[src/rtl/axi_delay_multi.sv]
// Multi-channel valid/ready delay injector: each channel holds off its handshake for a
// fixed or pseudo-random number of cycles after valid is seen, then passes it through.
module axi_delay_multi #(
   parameter int          NUM_CH          = 5,
   parameter int          DELAY_WIDTH     = 4,
   parameter logic [15:0] LFSR_SEED       = 16'hACE1,
   parameter int          STALL_CNT_WIDTH = 32
) (
   input  logic                          clk,
   input  logic                          rst,
   input  logic [1:0]                    mode,
   input  logic [NUM_CH*DELAY_WIDTH-1:0] cfg_delay,
   input  logic [NUM_CH-1:0]             in_valid,
   input  logic [NUM_CH-1:0]             in_ready,
   output logic [NUM_CH-1:0]             out_valid,
   output logic [NUM_CH-1:0]             out_ready,
   output logic [NUM_CH-1:0]             ch_active,
   output logic [STALL_CNT_WIDTH-1:0]    stall_cnt,
   input  logic                          stall_clr
);

   // state     | meaning
   // S_IDLE    | waiting for in_valid; samples it and loads the delay
   // S_COUNT   | counting the loaded delay down to 1
   // S_ACTIVE  | handshake passed through until a transfer completes
   typedef enum logic [1:0] {
      S_IDLE   = 2'd0,
      S_COUNT  = 2'd1,
      S_ACTIVE = 2'd2
   } state_t;

   logic              delay_mode;
   logic              rand_mode;
   logic [NUM_CH-1:0] active_vec;
   logic              stall_any;

   assign delay_mode = (mode == 2'd1) || (mode == 2'd2);
   assign rand_mode  = (mode == 2'd2);

   for (genvar i = 0; i < NUM_CH; i++) begin : g_ch
      localparam logic [15:0] SEED_RAW = LFSR_SEED ^ 16'(i + 1);
      localparam logic [15:0] SEED     = (SEED_RAW == 16'h0000) ? 16'h0001 : SEED_RAW;

      state_t                 state;
      logic [DELAY_WIDTH-1:0] cnt;
      logic [15:0]            lfsr;
      logic [15:0]            lfsr_next;
      logic                   active_q;
      logic [DELAY_WIDTH-1:0] cfg_slice;
      logic [DELAY_WIDTH-1:0] load_val;

      // Galois form of x^16+x^14+x^13+x^11+1
      assign lfsr_next = {1'b0, lfsr[15:1]} ^ (lfsr[0] ? 16'hB400 : 16'h0000);
      assign cfg_slice = cfg_delay[i*DELAY_WIDTH +: DELAY_WIDTH];
      // In random mode the configured value masks the LFSR bits, bounding the delay.
      assign load_val  = rand_mode ? (lfsr[DELAY_WIDTH-1:0] & cfg_slice) : cfg_slice;

      always_ff @(posedge clk) begin
         if (rst) begin
            state    <= S_IDLE;
            cnt      <= '0;
            lfsr     <= SEED;
            active_q <= 1'b0;
         end else begin
            if (rand_mode) begin
               lfsr <= lfsr_next;
            end
            if (!delay_mode) begin
               state    <= S_IDLE;
               cnt      <= '0;
               active_q <= 1'b0;
            end else begin
               case (state)
                  S_IDLE: begin
                     if (in_valid[i]) begin
                        if (load_val == '0) begin
                           state    <= S_ACTIVE;
                           active_q <= 1'b1;
                        end else begin
                           state <= S_COUNT;
                           cnt   <= load_val;
                        end
                     end
                  end
                  S_COUNT: begin
                     cnt <= cnt - 1'b1;
                     if (cnt <= 1) begin
                        state    <= S_ACTIVE;
                        active_q <= 1'b1;
                     end
                  end
                  S_ACTIVE: begin
                     if (in_valid[i] && in_ready[i]) begin
                        state    <= S_IDLE;
                        active_q <= 1'b0;
                     end
                  end
                  default: begin
                     state    <= S_IDLE;
                     cnt      <= '0;
                     active_q <= 1'b0;
                  end
               endcase
            end
         end
      end

      assign active_vec[i] = active_q;
   end

   assign out_valid = delay_mode ? (in_valid & active_vec & {NUM_CH{~rst}}) : in_valid;
   assign out_ready = delay_mode ? (in_ready & active_vec & {NUM_CH{~rst}}) : in_ready;
   assign ch_active = active_vec & {NUM_CH{~rst}};

   assign stall_any = delay_mode && |(in_valid & ~active_vec);

   always_ff @(posedge clk) begin
      if (rst) begin
         stall_cnt <= '0;
      end else if (stall_clr) begin
         stall_cnt <= '0;
      end else if (stall_any && (stall_cnt != '1)) begin
         stall_cnt <= stall_cnt + 1'b1;
      end
   end

endmodule
[config.mk]
export PLATFORM = sky130hd
export DESIGN_NAME = axi_delay_multi
export DESIGN_NICKNAME = d
export VERILOG_FILES = /design/src/rtl/axi_delay_multi.sv
export SDC_FILE = /design/constraint.sdc
export NUM_CORES = 1
export LEC_CHECK = 0
export CELL_PAD_IN_SITES_DETAIL_PLACEMENT = 0
export CELL_PAD_IN_SITES_GLOBAL_PLACEMENT = 1
export CORE_UTILIZATION = 40
export CTS_BUF_LIST = sky130_fd_sc_hd__clkbuf_8
export DETAILED_ROUTE_END_ITERATION = 7
export PLACE_DENSITY = 0.79
export REMOVE_ABC_BUFFERS = 1
export SLEW_MARGIN = 20
export SYNTH_ARGS = -nofsm -noshare
export SYNTH_HDL_FRONTEND = slang
export SYNTH_SLANG_ARGS = --single-unit
[constraint.sdc]
create_clock -name clk -period 2.3 [get_ports clk]
set_clock_uncertainty 0.2 [all_clocks]
set_input_delay 0.345 -clock clk [delete_from_list [all_inputs] [get_ports clk]]
set_output_delay 0.345 -clock clk [all_outputs]
set_load 0.01 [all_outputs]
# ---- After elaboration in Yosys (flattened, before gate mapping)
# Index checks and enable logic that the tools add are counted.
dict set report word_totals {
  latch_bits 0
  out_inout_bits 47
  reg_bits 147
  word_cells 207
  inputBits 35
  rom_bits 0
  ram_bits 0
  mem_count 0
}
dict set report classes {
  muxes 77
  mul 0
  shift 0
  div_mod_pow 0
  magnitude_cmp 5
  reduce_logical 36
  n_bitwise 24
  n_addsub 6
  n_eq_ne 38
}
# operator n
set op_table {}
lappend op_table {{$mux 16} 5}
lappend op_table {{$xor 15x16->16} 5}
lappend op_table {{$mux 4} 15}
lappend op_table {{$pmux 4 s3} 5}
lappend op_table {{$ne 2x2->1 const B} 25}
lappend op_table {{$mux 2} 20}
lappend op_table {{$add 32x1->32 const B} 1}
lappend op_table {{$ne 32x32->1 const B} 1}
lappend op_table {{$and 5x5->5} 6}
lappend op_table {{$pmux 2 s3} 5}
lappend op_table {{$reduce_and 3->1} 10}
lappend op_table {{$and 4x4->4} 5}
lappend op_table {{$le 4x1->1 const B} 5}
lappend op_table {{$logic_not 4->1} 5}
lappend op_table {{$mux 1} 20}
lappend op_table {{$reduce_and 4->1} 5}
lappend op_table {{$sub 4x1->4 const B} 5}
lappend op_table {{$pmux 1 s3} 5}
lappend op_table {{$eq 2x1->1 const B} 6}
lappend op_table {{$eq 2x2->1 const B} 6}
lappend op_table {{$logic_not 2->1} 5}
lappend op_table {{$mux 5} 2}
lappend op_table {{$logic_and 1x1->1} 7}
lappend op_table {{$not 1->1} 7}
lappend op_table {{other kinds (4)} 5}

# ---- Logic depth before layout (Yosys ltp)
dict set report logic_depth {
  ltp_word 6
  ltp_mapped 9
  mapped_depth_nobuf 7
}

# ---- Worst setup path before layout
# OpenSTA, ideal clock, no wires.
dict set report synth_timing {
  path_kind {register -> register}
  start {register stall_cnt[0]}
  end {register stall_cnt[1]}
  stages_incl_launch_ff 9
  setup_ps 70
  period_less_slack_ps 2308
  t_arrival_ps 2038
  n_path_buf 2
  t_required_ps 2030
  setup_slack_ps -8
  path_cell_list {dfxtp_1 ha_1 and4_1 nand3_1 nor4_4 buf_2 buf_6 o21ai_1 a21oi_1}
}
dict set report synth_between {
  elab_chain_cells 2
  word_cells_on_any_way 3
  cone_classes {add/sub: 1; eq/ne: 1; reduce/logical: 1}
}
# item line_no
set synth_rtl {}
lappend synth_rtl {{from (decl)} 18} ;# output logic [STALL_CNT_WIDTH-1:0] stall_cnt,
lappend synth_rtl {{from (signal assigned)} 123} ;# stall_cnt <= stall_cnt + 1'b1;
lappend synth_rtl {{parallel branches: the longest is 2 deep, another holds $add 32x1->32} -}
# Several ways; the timed one is not identified.
# A chain may end at the register's enable or synchronous reset.

# ---- Final worst setup path
dict set report layout_timing {
  start {input port mode[1]}
  end {output port out_valid[0]}
}
dict set report layout_between {
  elab_chain_cells 3
  word_cells_on_any_way 4
  cone_classes {eq/ne: 2; mux: 1; reduce/logical: 1}
}
# item line_no
set layout_rtl {}
lappend layout_rtl {{from (decl)} 11} ;# input logic [1:0] mode,
lappend layout_rtl {{$eq 2x1->1 or $eq 2x2->1 (tied branches)} 37} ;# assign delay_mode = (mode == 2'd1) || (mode == 2'd2);
lappend layout_rtl {{$logic_or 1x1->1 *} 37}
lappend layout_rtl {{$mux 5 *} 111} ;# assign out_valid = delay_mode ? (in_valid & active_vec & {NUM_CH{~rst}}) : in_valid;
lappend layout_rtl {{to (decl)} 15} ;# output logic [NUM_CH-1:0] out_valid,
# Every way passes the cells marked *; elsewhere a longest branch is shown, timed or not.

==> results by group <==
Floorplan
  – Initial Util: 40.8%
  – DIE AREA: approximately 18000 um^2
  – Overall die height: ~130 um
  – FP Rows: 48
  – I/O pins: 82
  – Core area: 17200 um^2
  – Die Width: 135 um

Cells and area
  – Area Overhead vs Synth: 28.7%
  – ANT cells: 0
  – Final instance area: 9040 um^2
  – Most common cell after layout, fill and taps aside: dfxtp_1
  – Share of layout cells above drive strength 1: ~16%
  – Final net count: 990
  – Most frequent cells in the layout: dfxtp_1 (144), nor2_1 (90), buf_4 (88), clkdlybuf4s50_1 (69), a21oi_1 (46)

Pwr
  – Power per cell area: 624 nW/um^2
  – Leak: 3.36 nW
  – Total net switching power: 1.46 mW
  – Gate power share: approximately 14%
  – PnR Total Power: 5.64 mW
  – Clock power frac: 36.8%
  – Peak VDD IR: 443 uV
  – Switching Share: 25.9%
  – Part of the power in registers: 48.8%
  – Internal power: 4.18 mW

Yosys
  – YS warnings: 0
  – Flops & latches, synth: 147
  – Yosys cell types: 56
  – Synth top area share: 41.9%
  – Post-synth EDFFs: 0
  – Cell area after synthesis: between 7000 and 8000 um^2
  – Ranking of synthesized cells by area: dfxtp_1 (42%), mux2i_1 (5.1%), nor2_1 (5.1%)
  – Synth area leader: dfxtp_1
  – Register area share after synthesis: approximately two fifths
  – Synth Flop Type: dfxtp_1
  – Async S/R FF share, synth: 0%
  – Syn Area/Cell: 8.72 um^2
  – Cells after Synth: 806

Critical path
  – CP cell instances: clkdlybuf4s50_1, ha_4, buf_4, nor2_2, nor2_1, dlygate4sd2_1
  – Crit path max-delay family: buffers and inverters
  – Slowest-stage cell, CP: clkdlybuf4s50_1
  – Crit path required time: 1.75 ns
  – Setup Crit Path Kind: in -> out
  – Worst Setup SP: mode[1]
  – Worst r2r src: stall_cnt[0]
  – CP Buf/Inv Count: 3
  – Crit path DAT: 1.76 ns
  – CP Capture Type: output port
  – CP max stage delay: 0.51 ns
  – Startpoint Class: primary input
  – Worst Path Max Fanout: 4

Placement
  – Hpwl dp: roughly 12000 um
  – RePlAce Congestion: 0.811
  – PortBufs: 81
  – Setup WS pre-CTS: -0.315 ns
  – Placed Area: approximately 8600 um^2

Routing
  – Final antenna-violating net count: 0
  – Vias/cell: 5.37
  – Initial DRC count: 433
  – DRC: 0
  – WL per Instance: roughly 14 um
  – Via count: 6334
  – Initial DRT Pass Iterations: 5
  – Final wirelength: 17000 um

STA
  – Setup ws final: -0.00960 ns
  – RSZ-0062 raised after global routing: true
  – Maximum clock frequency: 0.433 GHz
  – Final number of hold-violating endpoints: 0
  – Setup violations, final: 1
  – Slew @ Worst Pin: around 0.6 ns
  – Period utilization: 100%
  – Worst Hold Margin: 0.139 ns
  – Slew margin rel.: 59.6%
  – Final Max Tran Viols: 0
  – Tmin final: 2.31 ns

Global route
  – First-pass GRT wire length: 28100 um
  – Total gr overflow: 0
  – Largest net degree at the start of global routing: 35
  – Antenna violations before repair: 0
  – Number of global-route vias before repair: 5722
  – Global-route usage over all layers: approximately a fifth

Flow run
  – Max_cap viols: 0

CTS
  – Clock transition at the registers of the reported paths: approximately 0.08 ns
  – Root Buffer: clkbuf_8
  – CTS tree: yes
  – Clock latency on the worst-skew pair: 0.45 ns
  – H-tree Lvls: 4
  – Max clock buf depth: 2
  – Sink Count: 147
  – Num CTS Buffers: 17
  – Hold_buf cts: 0

Min path
  – Hold Path Class: in -> reg
  – Hold_sp: rst

Run status
  – Failing checks: setup timing
  – Outcome: finished, violations left
==> per-stage QoR <==
stage / cells / utilization, % / TNS, ns
final: 1179 / 52.5 / -0.00960
after global routing: 1179 / 52.5 / -0.151
after CTS: 1179 / 52.4 / -0.0259
after detailed placement: 1146 / 49.9 / -10.24
after global placement: 1146 / 49.9 / -8.99
after floorplan: 752 / - / -189.95
==> layout make-up <==
cell class | count | area (um^2)
multi-input cells | 575 | 3810
clock inverters | 11 | 139
clock buffers | 19 | 262
inverters | 30 | 113
flip-flops and latches | 147 | 2950
repair buffers | 172 | 1490
fillers | 1660 | 8190
well taps | 225 | 282
==> cell families (layout without fill, tap and decap cells) <==
family / after synthesis / after routing / share of synthesized area, %
adder cells (fa/ha/maj): 12 / 12 / 2.14
buffers and inverters: 84 / 232 / 4.72
AND/OR/NAND/NOR: 287 / 287 / 21.3
multiplexers: 40 / 40 / 5.77
AO/OA/AOI/OAI: 219 / 219 / 22.1
flip-flops: 147 / 147 / 41.9
XOR/XNOR: 17 / 17 / 2.12
==> worst reg2reg max path, delay by kind of cell, from the launching register on <==
family,cells,cell delay (ns)
AOI/OAI and AO/OA,2,0.27
adders and majority gates,1,0.17
buffers and inverters,1,0.20
DFF,1,0.36
and+or+nand+nor,3,0.90
==> cells in the mapped netlist, types with 4 or more instances <==
| library cell | number |
|---|---|
| dfxtp_1 | 147 |
| nor2_1 | 96 |
| a21oi_1 | 46 |
| clkbuf_1 | 43 |
| mux2i_1 | 36 |
| nor2b_1 | 35 |
| nand2_1 | 34 |
| a211o_1 | 33 |
| o31ai_1 | 31 |
| inv_1 | 28 |
| or4_1 | 23 |
| o21ai_0 | 22 |
| nand2b_1 | 21 |
| nand3_1 | 19 |
| xnor2_1 | 15 |
| ha_1 | 12 |
| o211ai_1 | 12 |
| or3_1 | 12 |
| a22oi_1 | 11 |
| a311oi_1 | 10 |
| a21o_1 | 9 |
| nor3_1 | 9 |
| nor4_1 | 9 |
| a31oi_1 | 7 |
| or2_2 | 7 |
| buf_2 | 6 |
| nand4_1 | 6 |
| a211oi_1 | 5 |
| and4_1 | 5 |
| a221oi_1 | 4 |
| a2bb2oi_1 | 4 |
| a32oi_1 | 4 |
| and2_1 | 4 |
| mux2_2 | 4 |
| o22ai_1 | 4 |
==> power by group through the flow <==
stage | Sequential, mW | Combinational (mW) | Clock (mW)
after floorplan | 2.79 | 0.463 | 0
after global placement | 2.81 | 0.804 | 0
after detailed placement | 2.81 | 0.812 | 0
after CTS | 2.75 | 0.818 | 2.14
after global routing | 2.77 | 0.903 | 2.25
final | 2.75 | 0.814 | 2.07
==> final timing paths <==
kind                     end  slack [ns]  cells after the start
min          g_ch[1].lfsr[2]        0.14                      2
max reg2reg    stall_cnt[20]        0.12                      7
min reg2reg  g_ch[0].lfsr[5]        0.26                      1
max             out_valid[0]       -0.01                      6
==> what timing repair did <==
action                                  in CTS  in global routing
buffers inserted                             3                  0
pin swaps                                    1                  0
gates resized for setup                     19                 21
endpoints found under the setup margin      11                 25
==> flip-flops by register name (all words and copies together) (netlist names) <==
signal / cells
g_ch.state: 10
stall_cnt: 32
g_ch.lfsr: 80
g_ch.active_q: 5
g_ch.cnt: 20
==> per-layer routing <==
layer | share of wire [%] | track usage, % | wire length (um) | vias to the layer above
met1 | 48 | 25.5 | 8130 | 2970
met5 | 0 | 0 | 0 | -
li1 | - | - | - | 3221
met3 | 3.9 | 4.24 | 660 | 17
met2 | 47 | 32.0 | 8000 | 126
met4 | 1.0 | 5.74 | 174 | 0
Power figures use the tool's default switching activity.
